### config.mk
export PLATFORM = sky130hd
export DESIGN_NAME = temp_sense
export DESIGN_NICKNAME = d
export VERILOG_FILES = /design/src/rtl/temp_sense.sv
export SDC_FILE = /design/constraint.sdc
export NUM_CORES = 1
export LEC_CHECK = 0
export CORE_MARGIN = 1
export CORE_UTILIZATION = 50
export DETAILED_ROUTE_END_ITERATION = 12
export PLACE_DENSITY = 0.72
export SYNTH_ARGS = -nofsm -noshare
export SYNTH_HDL_FRONTEND = slang
export SYNTH_SLANG_ARGS = --single-unit
### constraint.sdc
create_clock -name clk -period 5.19 [get_ports clk]
set_input_delay 1.038 -clock clk [delete_from_list [all_inputs] [get_ports clk]]
set_output_delay 1.038 -clock clk [all_outputs]
set_load 0.01 [all_outputs]
### src/rtl/temp_sense.sv
// temp_sense: serial 8-bit ADC front end. Runs CS/SCLK conversion frames,
// averages 2**AVG_LOG2 samples into t and registers t > gt as t_g_gt.
// Optional macro GT_HYST_EN: apply a +/-HYST band to the t_g_gt decision.
module temp_sense #(
    parameter int unsigned CLK_DIV    = 8,
    parameter int unsigned AVG_LOG2   = 2,
    parameter int unsigned SAMPLE_GAP = 16,
    parameter int unsigned HYST       = 2
) (
    input  logic       clk,
    input  logic       rst,
    input  logic       en,
    input  logic [7:0] gt,
    input  logic       adc_do,
    output logic       adc_cs_n,
    output logic       adc_sclk,
    output logic [7:0] t,
    output logic       t_valid,
    output logic       t_g_gt
);

    localparam int unsigned ACC_W = 8 + AVG_LOG2;
    localparam int unsigned CNT_W = AVG_LOG2 + 1;
    localparam int unsigned GAP_W = (SAMPLE_GAP > 1) ? $clog2(SAMPLE_GAP) : 1;

    localparam logic [7:0]       DIV_LAST = 8'(CLK_DIV - 1);
    localparam logic [CNT_W-1:0] NSAMP    = CNT_W'(2 ** AVG_LOG2);
    localparam logic [GAP_W-1:0] GAP_LAST = GAP_W'(SAMPLE_GAP - 1);

    if (CLK_DIV < 2 || CLK_DIV > 255) begin : g_bad_clk_div
        $error("temp_sense: CLK_DIV must be in 2..255");
    end
    if (AVG_LOG2 > 4) begin : g_bad_avg_log2
        $error("temp_sense: AVG_LOG2 must be in 0..4");
    end
    if (SAMPLE_GAP < 1) begin : g_bad_sample_gap
        $error("temp_sense: SAMPLE_GAP must be at least 1");
    end
    if (HYST > 255) begin : g_bad_hyst
        $error("temp_sense: HYST must fit in 8 bits");
    end

    typedef enum logic [1:0] {
        IDLE,
        BIT,
        DONE,
        GAP
    } state_t;

    state_t           state_q, state_d;
    logic [7:0]       div_q;
    logic             tick;
    logic [3:0]       bit_q, bit_d;
    logic             phase_q, phase_d;
    logic [GAP_W-1:0] gap_q, gap_d;
    logic             cs_d, sclk_d;
    logic [7:0]       sr_q, sr_d;
    logic [ACC_W-1:0] acc_q, acc_d, acc_sum;
    logic [CNT_W-1:0] cnt_q, cnt_d, cnt_sum;
    logic [7:0]       t_d, new_t;
    logic             tv_d, tg_d, gt_flag;
`ifdef GT_HYST_EN
    logic [8:0]       hi_sum;
    logic [7:0]       hi_bnd, lo_bnd;
`endif

    assign tick = (div_q == DIV_LAST);

    // Free-running tick divider: one tick every CLK_DIV clocks.
    always_ff @(posedge clk or negedge rst) begin
        if (!rst) begin
            div_q <= '0;
        end else if (tick) begin
            div_q <= '0;
        end else begin
            div_q <= div_q + 8'd1;
        end
    end

    // State and datapath registers; ADC pins come straight from flops.
    always_ff @(posedge clk or negedge rst) begin
        if (!rst) begin
            state_q  <= IDLE;
            bit_q    <= '0;
            phase_q  <= 1'b0;
            gap_q    <= '0;
            adc_cs_n <= 1'b1;
            adc_sclk <= 1'b0;
            sr_q     <= '0;
            acc_q    <= '0;
            cnt_q    <= '0;
            t        <= '0;
            t_valid  <= 1'b0;
            t_g_gt   <= 1'b0;
        end else begin
            state_q  <= state_d;
            bit_q    <= bit_d;
            phase_q  <= phase_d;
            gap_q    <= gap_d;
            adc_cs_n <= cs_d;
            adc_sclk <= sclk_d;
            sr_q     <= sr_d;
            acc_q    <= acc_d;
            cnt_q    <= cnt_d;
            t        <= t_d;
            t_valid  <= tv_d;
            t_g_gt   <= tg_d;
        end
    end

    // Next-state, frame sequencing, accumulation and goal comparison.
    always_comb begin
        state_d = state_q;
        bit_d   = bit_q;
        phase_d = phase_q;
        gap_d   = gap_q;
        cs_d    = adc_cs_n;
        sclk_d  = adc_sclk;
        sr_d    = sr_q;
        acc_d   = acc_q;
        cnt_d   = cnt_q;
        t_d     = t;
        tv_d    = 1'b0;
        tg_d    = t_g_gt;

        acc_sum = acc_q + ACC_W'(sr_q);
        cnt_sum = cnt_q + CNT_W'(1);
        new_t   = 8'(acc_sum >> AVG_LOG2);

`ifdef GT_HYST_EN
        hi_sum  = {1'b0, gt} + 9'(HYST);
        hi_bnd  = hi_sum[8] ? 8'hFF : hi_sum[7:0];
        lo_bnd  = ({1'b0, gt} > 9'(HYST)) ? 8'({1'b0, gt} - 9'(HYST)) : '0;
        if (new_t > hi_bnd) begin
            gt_flag = 1'b1;
        end else if (new_t < lo_bnd) begin
            gt_flag = 1'b0;
        end else begin
            gt_flag = t_g_gt;
        end
`else
        gt_flag = (new_t > gt);
`endif

        case (state_q)
            IDLE: begin
                if (tick && en) begin
                    cs_d    = 1'b0;
                    bit_d   = '0;
                    phase_d = 1'b0;
                    state_d = BIT;
                end
            end
            BIT: begin
                if (tick) begin
                    if (!phase_q) begin
                        sclk_d  = 1'b1;
                        phase_d = 1'b1;
                        if (bit_q != 4'd0) begin
                            sr_d = {sr_q[6:0], adc_do};
                        end
                    end else begin
                        sclk_d  = 1'b0;
                        phase_d = 1'b0;
                        if (bit_q == 4'd8) begin
                            cs_d    = 1'b1;
                            state_d = DONE;
                        end else begin
                            bit_d = bit_q + 4'd1;
                        end
                    end
                end
            end
            DONE: begin
                if (cnt_sum == NSAMP) begin
                    t_d   = new_t;
                    tg_d  = gt_flag;
                    tv_d  = 1'b1;
                    acc_d = '0;
                    cnt_d = '0;
                end else begin
                    acc_d = acc_sum;
                    cnt_d = cnt_sum;
                end
                gap_d   = '0;
                state_d = GAP;
            end
            GAP: begin
                // The tick that closes the gap doubles as the IDLE decision
                // tick, so CS stays high for exactly SAMPLE_GAP ticks.
                if (tick) begin
                    if (gap_q == GAP_LAST) begin
                        gap_d = '0;
                        if (en) begin
                            cs_d    = 1'b0;
                            bit_d   = '0;
                            phase_d = 1'b0;
                            state_d = BIT;
                        end else begin
                            state_d = IDLE;
                        end
                    end else begin
                        gap_d = gap_q + GAP_W'(1);
                    end
                end
            end
            default: state_d = IDLE;
        endcase
    end

endmodule

Word level (Yosys, flattened, before mapping)
Cells that the tools add are included.

RAM bits: 0. ROM bits: 0. Register bits after elaboration: 52. Input port bits: 12. Logic and storage cells: 83. Memories: 0. Bits in latches: 0. Output and inout bits: 12.

Reductions and logical operators: 13. Multiplexer cells: 35. Equality and inequality tests: 15. Bitwise gates (word level): 1. $add $sub $neg: 5. Magnitude comparators: 1. Shifts and indexed selects: 0. $mul: 0. Divide/modulo/power cells: 0.

Operators by type and width (number): two-way mux 4 bit (9); != test 2 bit (second input constant) (8); AND reduction 8 bit (2); two-way mux 1 bit (12); two-way mux 2 bit (6); one-hot mux 4 bit (3 select lines) (1); AND reduction 6 bit (2); adder 10 x 8 -> 10 bit (1); two-way mux 10 bit (1); adder 4 x 1 -> 4 bit (second input constant) (2); adder 8 x 1 -> 8 bit (second input constant) (1); equality test 4 bit (second input constant) (2); equality test 8 x 3 -> 1 bit (second input constant) (1); > comparator 8 bit (1); two-way mux 8 bit (1); one-hot mux 2 bit (4 select lines) (1); one-hot mux 4 bit (2 select lines) (1); one-hot mux 1 bit (3 select lines) (2); AND reduction 2 bit (3); equality test 2 bit (second input constant) (2); AND reduction 4 bit (1); nonzero test 4 bit (1); adder 3 x 1 -> 3 bit (second input constant) (1); equality test 3 bit (second input constant) (1); 7 further kinds (7).

Depth between registers and ports, before layout
Depth after elaboration: 5. Depth in mapped cells: 12. Mapped depth without buffers: 12.

Worst setup path after synthesis
Ideal clock, no wire load.

Path type: register to register. Start: reg sr_q[0]. End: reg t_g_gt. Setup time: 0.135 ns. Buffers on the path: 0. Data arrival time: 2.678 ns. Data required time: 5.055 ns. Clock period less this slack: 2.812 ns. Setup slack: 2.378 ns. Stages on the path, launching flop included: 13. Cells stage by stage: dfrtp_1 ha_1 fa_1 a211oi_1 o21bai_1 a21oi_1 xor2_1 inv_1 ha_1 nand4_1 a21oi_1 a2111oi_0 o31ai_1.

Longest elaborated chain between the ends: 2.

Ends and longest elaborated chain: start, declared (RTL line 57) `logic [7:0] sr_q, sr_d;`; start signal, assigned (RTL line 102) `sr_q <= sr_d;`; adder 10 x 8 -> 10 bit (RTL line 126) `acc_sum = acc_q + ACC_W'(sr_q);`; named net acc_sum[6] (RTL line 58) `logic [ACC_W-1:0] acc_q, acc_d, acc_sum;`; > comparator 8 bit (RTL line 142) `gt_flag = (new_t > gt);`; end signal, assigned (RTL line 107) `t_g_gt <= tg_d;`; end, declared (RTL line 19) `output logic t_g_gt`.

The timed path passes the listed nets, and every way through them passes these cells. A chain may end at the register's enable or synchronous reset.

Worst setup path in the final report
Same ends and word-level chain as after synthesis.

==> summary.md <==
| Metric | Value |
|---|---|
| Status | finished clean |
| Die footprint | 6300 um2 |
| Area used by multi-input combinational logic | 1570 um2 |
| HPWL after detailed placement | 3790 um |
| Global-route usage over all layers | 18.1% |
| Met2 track demand over resource | 28.4% |
| DRC violations left | 0 |
| Routing usage on met1 | 24.2% |
| Relative slew slack | 57.3% |
| Proportion of synthesized chip area in sequential cells | 43.5% |
| DIE WIDTH | 79.4 um |
| Worst path bufs/invs | 1 |
| Count of non-filler cells in the finished layout | 389 |
| Ant diodes | 0 |
| Post-synthesis register bit count | 52 |
| Delay contributed by the slowest stage of the critical path | 0.43 ns |
| Wire length of the first global-routing pass | 8900 um |
| PnR worst setup slack | 2.14 ns |
| Number of primary I/O pins | 24 |
| Area inside the core boundary | 5640 um2 |
| Count of cell types in the netlist | 50 |
| Synthesis-to-finish area growth | 13.4% |
| Fraction of final layout cells sized beyond drive strength 1 | 10.4% |
| Filler cell count | 478 |
| RePlAce Congestion | 0.871 |
| Clock transition at the registers of the reported paths | 0.09 ns |
| Antenna violations before repair | 0 |
| Hold WC Path Type | flop to flop |
| YS warnings | 0 |
| Share of Yosys cell area claimed by the top area cell type | 42.6% |
| M3 GR Usage | 4.00% |
| TritonRoute pass-1 iters | 4 |
| Dominant cell by count in the synthesized netlist | dfrtp_1 |
| Max H-tree Level | 2 |
| Hold buffer count at CTS | 0 |
| Share of the cycle needed by the critical path after routing | 58.8% |
| Netlist area before placement | 2990 um2 |
| Pin count of the biggest net entering global routing | 53 |
| Post-CTS sizing | 0 |
| Biggest fanout along the worst timing path | 3 |
| Clock period minus worst slack | 3.05 ns |
| Setup skew after layout | 0.0102 ns |
| Combinational Power Share | 3.6% |
| Clock Tree Root | clkbuf_8 |
| Critical path data required time | 5.36 ns |
| Final Routed Wirelength | 5240 um |
| GRT Residual Overflow | 0 |
| Chip height | 79.4 um |
| Worst IR drop on VDD | 128 uV |
| Pins Over Slew Limit | 0 |
| Max_cap viols | 0 |
| Count of nets after finishing | 356 |
| Final ANT Viol Nets | 0 |
| CP Launch Type | flop |
| Ranking of synthesized cells by area | dfrtp_1 43%, ha_1 11%, mux2_2 5.6% |
| Leakage component of the power | 0.00164 uW |
| Number of hold violations in the final report | 0 |
| Startpoint-to-endpoint class of the critical path | flop to flop |
| Avg Vias per Cell | 5.52 |
| Proportion of power drawn by the clock network | 39.3% |
| Most common flop cell mapped by yosys | dfrtp_1 |
| Post-synth top area cell | dfrtp_1 |
| Vias | 2146 |
| Storage cell area | 1300 um2 |
| CTS tree | yes |
| Arrival time worst endpoint | 3.23 ns |
| Syn nets | 332 |
| Number of synthesized flops with an enable pin | 0 |
| Register share of total power | 57.2% |
| Share of flip-flops with an asynchronous set or reset after synthesis | 100% |
| Final setup violation count | 0 |
| Setup repair after global routing missed its margin | no |
| Transition time at the pin with the least slew margin | 0.641 ns |
| Avg WL per Cell | 13.5 um |
| Slowest-stage cell, CP | fa_1 |
| Switching part of the total power | 20.9% |
| Starting density of the core | 53.1% |
| Kind of end point of the critical path | flop |
| Power density normalized to cell area | 210 nW/um2 |
| TritonCTS buffer count | 5 |
| Maximum buffer depth of the clock tree | 2 |
| Number of clock sinks seen by CTS | 52 |
| Power, Total | 713 uW |
| Post-Place Cells | 381 |
| Number of buffers added for setup after CTS | 0 |
| Most instantiated cells after synthesis | 51 x dfrtp_1, 32 x nand2_1, 27 x ha_1 |
| Vias in the first global route | 2019 |
| Starting DRC count in detailed routing | 75 |
| Crit-path cells | ha_1 -> fa_1 -> a211oi_1 -> o21bai_1 -> a21oi_1 -> xor2_1 -> inv_1 -> ha_1 -> nand4_1 -> a21oi_1 -> a2111oi_0 -> o31ai_1 |
| Mapped Cells | 292 |
| Site Rows | 27 |
| Most used routing layer in global routing | met2 |
| Post-Place Worst Slack | 2.13 ns |
| Setup total negative slack | 0 ns |
| Cell family with the largest share of critical-path delay | compound AO/OA/AOI/OAI gates |
| Cell internal power dissipation | 563 uW |
| Peak Freq | 328 MHz |
| Reported net switching power | 149 uW |
| Clock latency of the later-clocked register in the worst-skew pair | 0.31 ns |
| Average size of a mapped cell | 10.3 um2 |
| Port Buffer Count | 23 |
-- registers in the layout, indices dropped and copies added (netlist names) --
signal / flops
acc_q: 10
adc_sclk: 1
t_g_gt: 1
sr_q: 8
t_valid: 1
t: 8
div_q: 8
phase_q: 1
bit_q: 4
adc_cs_n: 1
state_q: 2
cnt_q: 3
gap_q: 4
-- per-stage QoR --
step	hold WS [ns]	area (um2)	util, %
after floorplan	0.424	2990	-
after global placement	0.444	3280	58.2
after detailed placement	0.454	3280	58.2
after CTS	0.472	3390	60.2
after global routing	0.502	3390	60.2
final	0.464	3390	60.2
-- worst paths after layout --
check / startpoint / to / slack (ns) / depth (start not counted)
worst min register to register: div_q[0] / div_q[0] / 0.46 / 1
worst max register to register: sr_q[0] / t_g_gt / 2.14 / 12
worst max-delay path: sr_q[0] / t_g_gt / 2.14 / 12
worst min-delay path: div_q[0] / div_q[0] / 0.46 / 1
max in group asynchronous: rst / gap_q[0] / 3.94 / 2
min in group asynchronous: rst / acc_q[2] / 0.83 / 2
-- power by group through the flow --
stage / combinational (uW) / sequential (uW) / clock (uW)
after floorplan: 7.84 / 415 / 0
after global placement: 26.2 / 415 / 0
after detailed placement: 26.4 / 415 / 0
after CTS: 26.6 / 407 / 290
after global routing: 29.6 / 407 / 301
final: 25.4 / 407 / 280
-- per-layer routing --
metal | vias up | share of wire, %
li1 | 1087 | -
met1 | 1017 | 50
met2 | 35 | 44
met3 | 7 | 4.1
met4 | 0 | 1.3
met5 | - | 0
-- layout make-up --
type                            instances  share of cell area [%]
Sequential cell                        52                    38.4
Multi-Input combinational cell        209                    46.2
Clock inverter                          2                    1.14
Inverter                               24                    2.65
Clock buffer                            6                    2.14
Tap cell                               72                    2.65
Timing Repair Buffer                   24                    6.86
-- cells by family (layout without fill, tap and decap cells) --
kind of cell,Yosys count,in the layout,synth area share [%]
AOI/OAI and AO/OA,72,72,16.2
xor gates and xnor gates,13,13,3.80
adders and majority gates,28,28,12.0
buffers and inverters,31,56,4.14
DFF,52,52,43.5
muxes,18,18,6.64
and+or+nand+nor,78,78,13.8
-- cell usage in the layout (no fill, tap or decap), drive strengths merged, types with 6 or more instances in the layout --
master / n
o21ai: 20
mux2: 15
inv: 25
o31ai: 6
nor2: 13
a21oi: 16
clkdlybuf4s50: 22
dfrtp: 51
nand2: 32
xnor2: 8
nand3: 7
clkbuf: 6
ha: 27
-- worst reg2reg max path: stages (launching register included) --
cell       delay (ns)
dfrtp_1          0.41
ha_1             0.24
fa_1             0.43
a211oi_1         0.33
o21bai_1         0.12
a21oi_1          0.17
xor2_1           0.23
inv_1            0.07
ha_1             0.27
nand4_1          0.12
a21oi_1          0.05
a2111oi_0        0.36
o31ai_1          0.13
(Power assumes the default switching activity.)
==> RTL edit 1 (same settings) <==
Set the parameter `CLK_DIV` to 7 (it was 8).
--- a/src/rtl/temp_sense.sv
+++ b/src/rtl/temp_sense.sv
@@ -2,7 +2,7 @@
 // averages 2**AVG_LOG2 samples into t and registers t > gt as t_g_gt.
 // Optional macro GT_HYST_EN: apply a +/-HYST band to the t_g_gt decision.
 module temp_sense #(
-    parameter int unsigned CLK_DIV    = 8,
+    parameter int unsigned CLK_DIV    = 7,
     parameter int unsigned AVG_LOG2   = 2,
     parameter int unsigned SAMPLE_GAP = 16,
     parameter int unsigned HYST       = 2
Function: changed (a bounded check fails within 10 cycles, from zero or initial values and one cycle with rst low).
==> RTL edit 1 against the unedited design <==
  * Wire length decreased by 0.52%
  * Sequential cell count unchanged
  * Cell area decreased by 0.81%
  * Power decreased by 4.0%
  * Area after synthesis decreased by 0.71%
  * Core utilization decreased by 0.13 points
  * Clock power decreased by 13%
  * Cell count unchanged
  * First-iteration DRC count increased by 29%
  * Combinational power increased by 27%
  * Setup slack got worse by 160 ps
  * Critical endpoint unchanged
  * Critical path depth unchanged
==> RTL edit 1: results (changes against the unedited design) <==
* Status: completed
* Routability cong. at 0.876 (+0.62%)
* Met3 Wirelength at 218 um (+1.4%)
* DP Area at 0.00327 mm^2 (-0.34%)
* Seq/Total Area, Yosys at 43.8% (+0.31 points)
* Critical Path AT at 3390 ps (+160 ps)
* Worst Tran Pin Value at 791 ps (+150 ps)
* Metal-1 WL at 2510 um (-4.4%)
* Complex-gate fraction of the synthesized area at 15.1% (-1.1 points)
* Via Count at 2169 (+1.1%)
* Overall routing resource usage at 18.6% (+0.49 points)
* Met2 wire len at 2390 um (+3.1%)
* Mux contribution to synthesized area at 6.69% (+0.048 points)
* Fraction of layout cells with a size suffix above 1 at 9.15% (-1.3 points)
* Clk pwr at 0.243 mW (-13%)
* Library cells used by synthesis at 46 (-8.0%)
* Dpl hpwl at 3750 um (-1.2%)
* Max VDD drop at 0.104 mV (-18%)
* Met2 usage at 30.5% (+2.1 points)
* First-pass GRT wire length at 9120 um (+2.5%)
* FILL cells at 486 (+1.7%)
* M3 GR Usage at 3.91% (-0.092 points)
* Critical Path Slowest Stage Cell: a2111oi_0
* Number of global-route vias before repair at 2084 (+3.2%)
* Syn_area_per_cell at 10.2 um^2 (-0.37%)
* Fin nets at 357 (+0.28%)
RTL edit 1: area by class of cell:
class / count / area share [%]
clock buffers: 5 / 2.04
clock inverters: 3 / 0.780
inverters: 24 / 2.68
multi-input cells: 209 / 46.2
flip-flops and latches: 52 / 38.7
well taps: 72 / 2.68
repair buffers: 24 / 6.91
RTL edit 1: final timing paths:
| path | start | end | slack (ps) |
|---|---|---|---|
| setup / recovery | sr_q[0]$_DFFE_PN0P_ | t_g_gt$_DFFE_PN0P_ | 1980 |
| hold / removal | cnt_q[0]$_DFFE_PN0P_ | cnt_q[0]$_DFFE_PN0P_ | 480 |
| setup reg to reg | sr_q[0]$_DFFE_PN0P_ | t_g_gt$_DFFE_PN0P_ | 1980 |
| hold reg to reg | cnt_q[0]$_DFFE_PN0P_ | cnt_q[0]$_DFFE_PN0P_ | 480 |
| max in group asynchronous | rst | bit_q[1]$_DFFE_PN0P_ | 3940 |
| min in group asynchronous | rst | t[5]$_DFFE_PN0P_ | 830 |
==> RTL edit 2 (same settings) <==
Made on the original files. Add an input register stage for `en` and `adc_do`, without a reset; this delays them by one clock. The other inputs are not delayed to match.
--- a/src/rtl/temp_sense.sv
+++ b/src/rtl/temp_sense.sv
@@ -26,6 +26,14 @@
     localparam logic [7:0]       DIV_LAST = 8'(CLK_DIV - 1);
     localparam logic [CNT_W-1:0] NSAMP    = CNT_W'(2 ** AVG_LOG2);
     localparam logic [GAP_W-1:0] GAP_LAST = GAP_W'(SAMPLE_GAP - 1);
+
+    logic en_q;
+    logic adc_do_q;
+
+    always_ff @(posedge clk) begin
+        en_q     <= en;
+        adc_do_q <= adc_do;
+    end
 
     if (CLK_DIV < 2 || CLK_DIV > 255) begin : g_bad_clk_div
         $error("temp_sense: CLK_DIV must be in 2..255");
@@ -144,7 +152,7 @@
 
         case (state_q)
             IDLE: begin
-                if (tick && en) begin
+                if (tick && en_q) begin
                     cs_d    = 1'b0;
                     bit_d   = '0;
                     phase_d = 1'b0;
@@ -157,7 +165,7 @@
                         sclk_d  = 1'b1;
                         phase_d = 1'b1;
                         if (bit_q != 4'd0) begin
-                            sr_d = {sr_q[6:0], adc_do};
+                            sr_d = {sr_q[6:0], adc_do_q};
                         end
                     end else begin
                         sclk_d  = 1'b0;
@@ -191,7 +199,7 @@
                 if (tick) begin
                     if (gap_q == GAP_LAST) begin
                         gap_d = '0;
-                        if (en) begin
+                        if (en_q) begin
                             cs_d    = 1'b0;
                             bit_d   = '0;
                             phase_d = 1'b0;
Formal check against the unedited RTL: not equivalent (Yosys sat finds a counterexample within 10 cycles, from zero or initial values and one cycle with rst low).
==> RTL edit 2 against the unedited design <==
  * Sequential cell count up 2
  * Area after synthesis grew 2.4%
  * Wire length is 9.5% higher
  * Setup slack improved by 190 ps
  * Cell area up 2.1%
  * Worst hold slack worse by 1.3 ps
  * Non-clock buffer count did not move
  * Count of clock-buffer cells in the layout is 1 lower
  * Critical path type unchanged
Power is not compared: it rests on default switching activity, and its combinational part moved more than twofold at a synthesized area within 25%.
==> RTL edit 2: results (changes against the unedited design) <==
* Fin nets at 369 (+3.7%)
* First-pass GRT wire length at 9720 um (+9.1%)
* Worst slack, placed at 2400 ps (+270 ps)
* Most flops, register: acc_q
* Library cells used by synthesis at 54 (+8.0%)
* R2R Path Start: sr_q[1]$_DFFE_PN0P_
* Slowest stage delay, CP at 430 ps (about the same)
* Slew margin rel. at 56.3% (-0.99 points)
* Number of global-route vias before repair at 2128 (+5.4%)
* Syn Nets at 343 (+3.3%)
* HP Class: flip-flop to flip-flop
* Final hold slack at 462 ps (-1.33 ps)
* Area Growth Syn to Fin at 13.0%
* Critical Path Slowest Stage Cell: dfrtp_1
* Commonest cells in the netlist: dfrtp_1 (51), nand2_1 (30), ha_1 (27), inv_1 (27), o21ai_0 (20)
* Clk root buf: clkbuf_8
* Placed cells at 397 (+4.2%)
* Port Buffers at 23 (unchanged)
* FILL cells at 503 (+5.2%)
* Post-synth ARST share at 96.3% (-3.7 points)
* Layout Skew at 6.25 ps (-3.99 ps)
* Seq/Total Area, Yosys at 43.8% (+0.28 points)
* Post-CTS resize count at 0 (unchanged)
* Top Family by Delay on Critical Path: simple AND/OR/NAND/NOR gates
* Max VDD drop at 0.203 mV
* Hold Path Depth at 1 (unchanged)
* DP Area at 0.00337 mm^2 (+2.8%)
* Worst r2r dst: t_g_gt$_DFFE_PN0P_
* 1st-iter DRT viols at 162 (+120%)
* Syn_area_per_cell at 10.1 um^2 (-1.3%)
* Fraction of layout cells with a size suffix above 1 at 9.70% (-0.71 points)
* Dpl hpwl at 4100 um (+8.1%)
* Final std cells w/o fill at 405 (+4.1%)
* Critical Path AT at 3100 ps (-130 ps)
* WL per Instance at 14.2 um (+5.2%)
* CP max FO at 4 (+1)
* R2r setup slk at 2330 ps (+190 ps)
* Hold Startpoint: div_q[0]$_DFF_PN0_
* Worst reg2reg path depth at 11 (-1)
* Max reg flops at 10 (unchanged)
* Status: completed
* Postcts setup bufs at 0 (unchanged)
* Ranking of synthesized cells by area: dfrtp_1 (42%), ha_1 (11%), mux2_2 (4.4%)
* Routability cong. at 0.876 (+0.61%)
* Vias/cell at 5.67 (+2.8%)
* Overall routing resource usage at 19.7% (+1.7 points)
RTL edit 2: worst max-delay path by stage:
stage | start | endpoint | slack [ps]
5_1_grt | sr_q[0]$_DFFE_PN0P_ | t_g_gt$_DFFE_PN0P_ | 2120
3_5_place_dp | sr_q[1]$_DFFE_PN0P_ | t_g_gt$_DFFE_PN0P_ | 2400
4_1_cts | sr_q[1]$_DFFE_PN0P_ | t_g_gt$_DFFE_PN0P_ | 2330
2_1_floorplan | sr_q[1]$_DFFE_PN0P_ | t_g_gt$_DFFE_PN0P_ | 2630
6_report | sr_q[1]$_DFFE_PN0P_ | t_g_gt$_DFFE_PN0P_ | 2330
3_3_place_gp | sr_q[1]$_DFFE_PN0P_ | t_g_gt$_DFFE_PN0P_ | 2440
RTL edit 2: area by class of cell:
cell class              count  area share (%)
clock buffers               5            1.99
clock inverters             3           0.614
repair buffers             24            6.72
flip-flops and latches     54            38.8
inverters                  28            3.03
multi-input cells         216            46.2
well taps                  75            2.71
RTL edit 2: where the power goes:
part           switching [mW]  internal (mW)
combinational           0.240          0.166
sequential             0.0409          0.475
clock                   0.141         0.0951
RTL edit 2: cells by family after synthesis:
kind of cell / after synthesis / synth area share, %
AOI/OAI and AO/OA: 75 / 16.2
xor gates and xnor gates: 14 / 4.00
adders and majority gates: 28 / 11.7
buffers and inverters: 33 / 4.04
DFF: 54 / 43.8
muxes: 15 / 5.47
and+or+nand+nor: 84 / 14.8
RTL edit 2: routing by layer:
metal	share of wire [%]	global-route usage, %
met3	2.5	3.75
met5	0	0
met4	0.84	5.36
met1	51	27.1
met2	46	31.8
RTL edit 2: worst register-to-register path: cells and delay by family, from the launching register on:
kind / cells / cell delay, ps
xor+xnor: 1 / 180
flops: 1 / 430
compound gates: 4 / 660
simple gates: 4 / 900
fa+ha+maj: 2 / 610
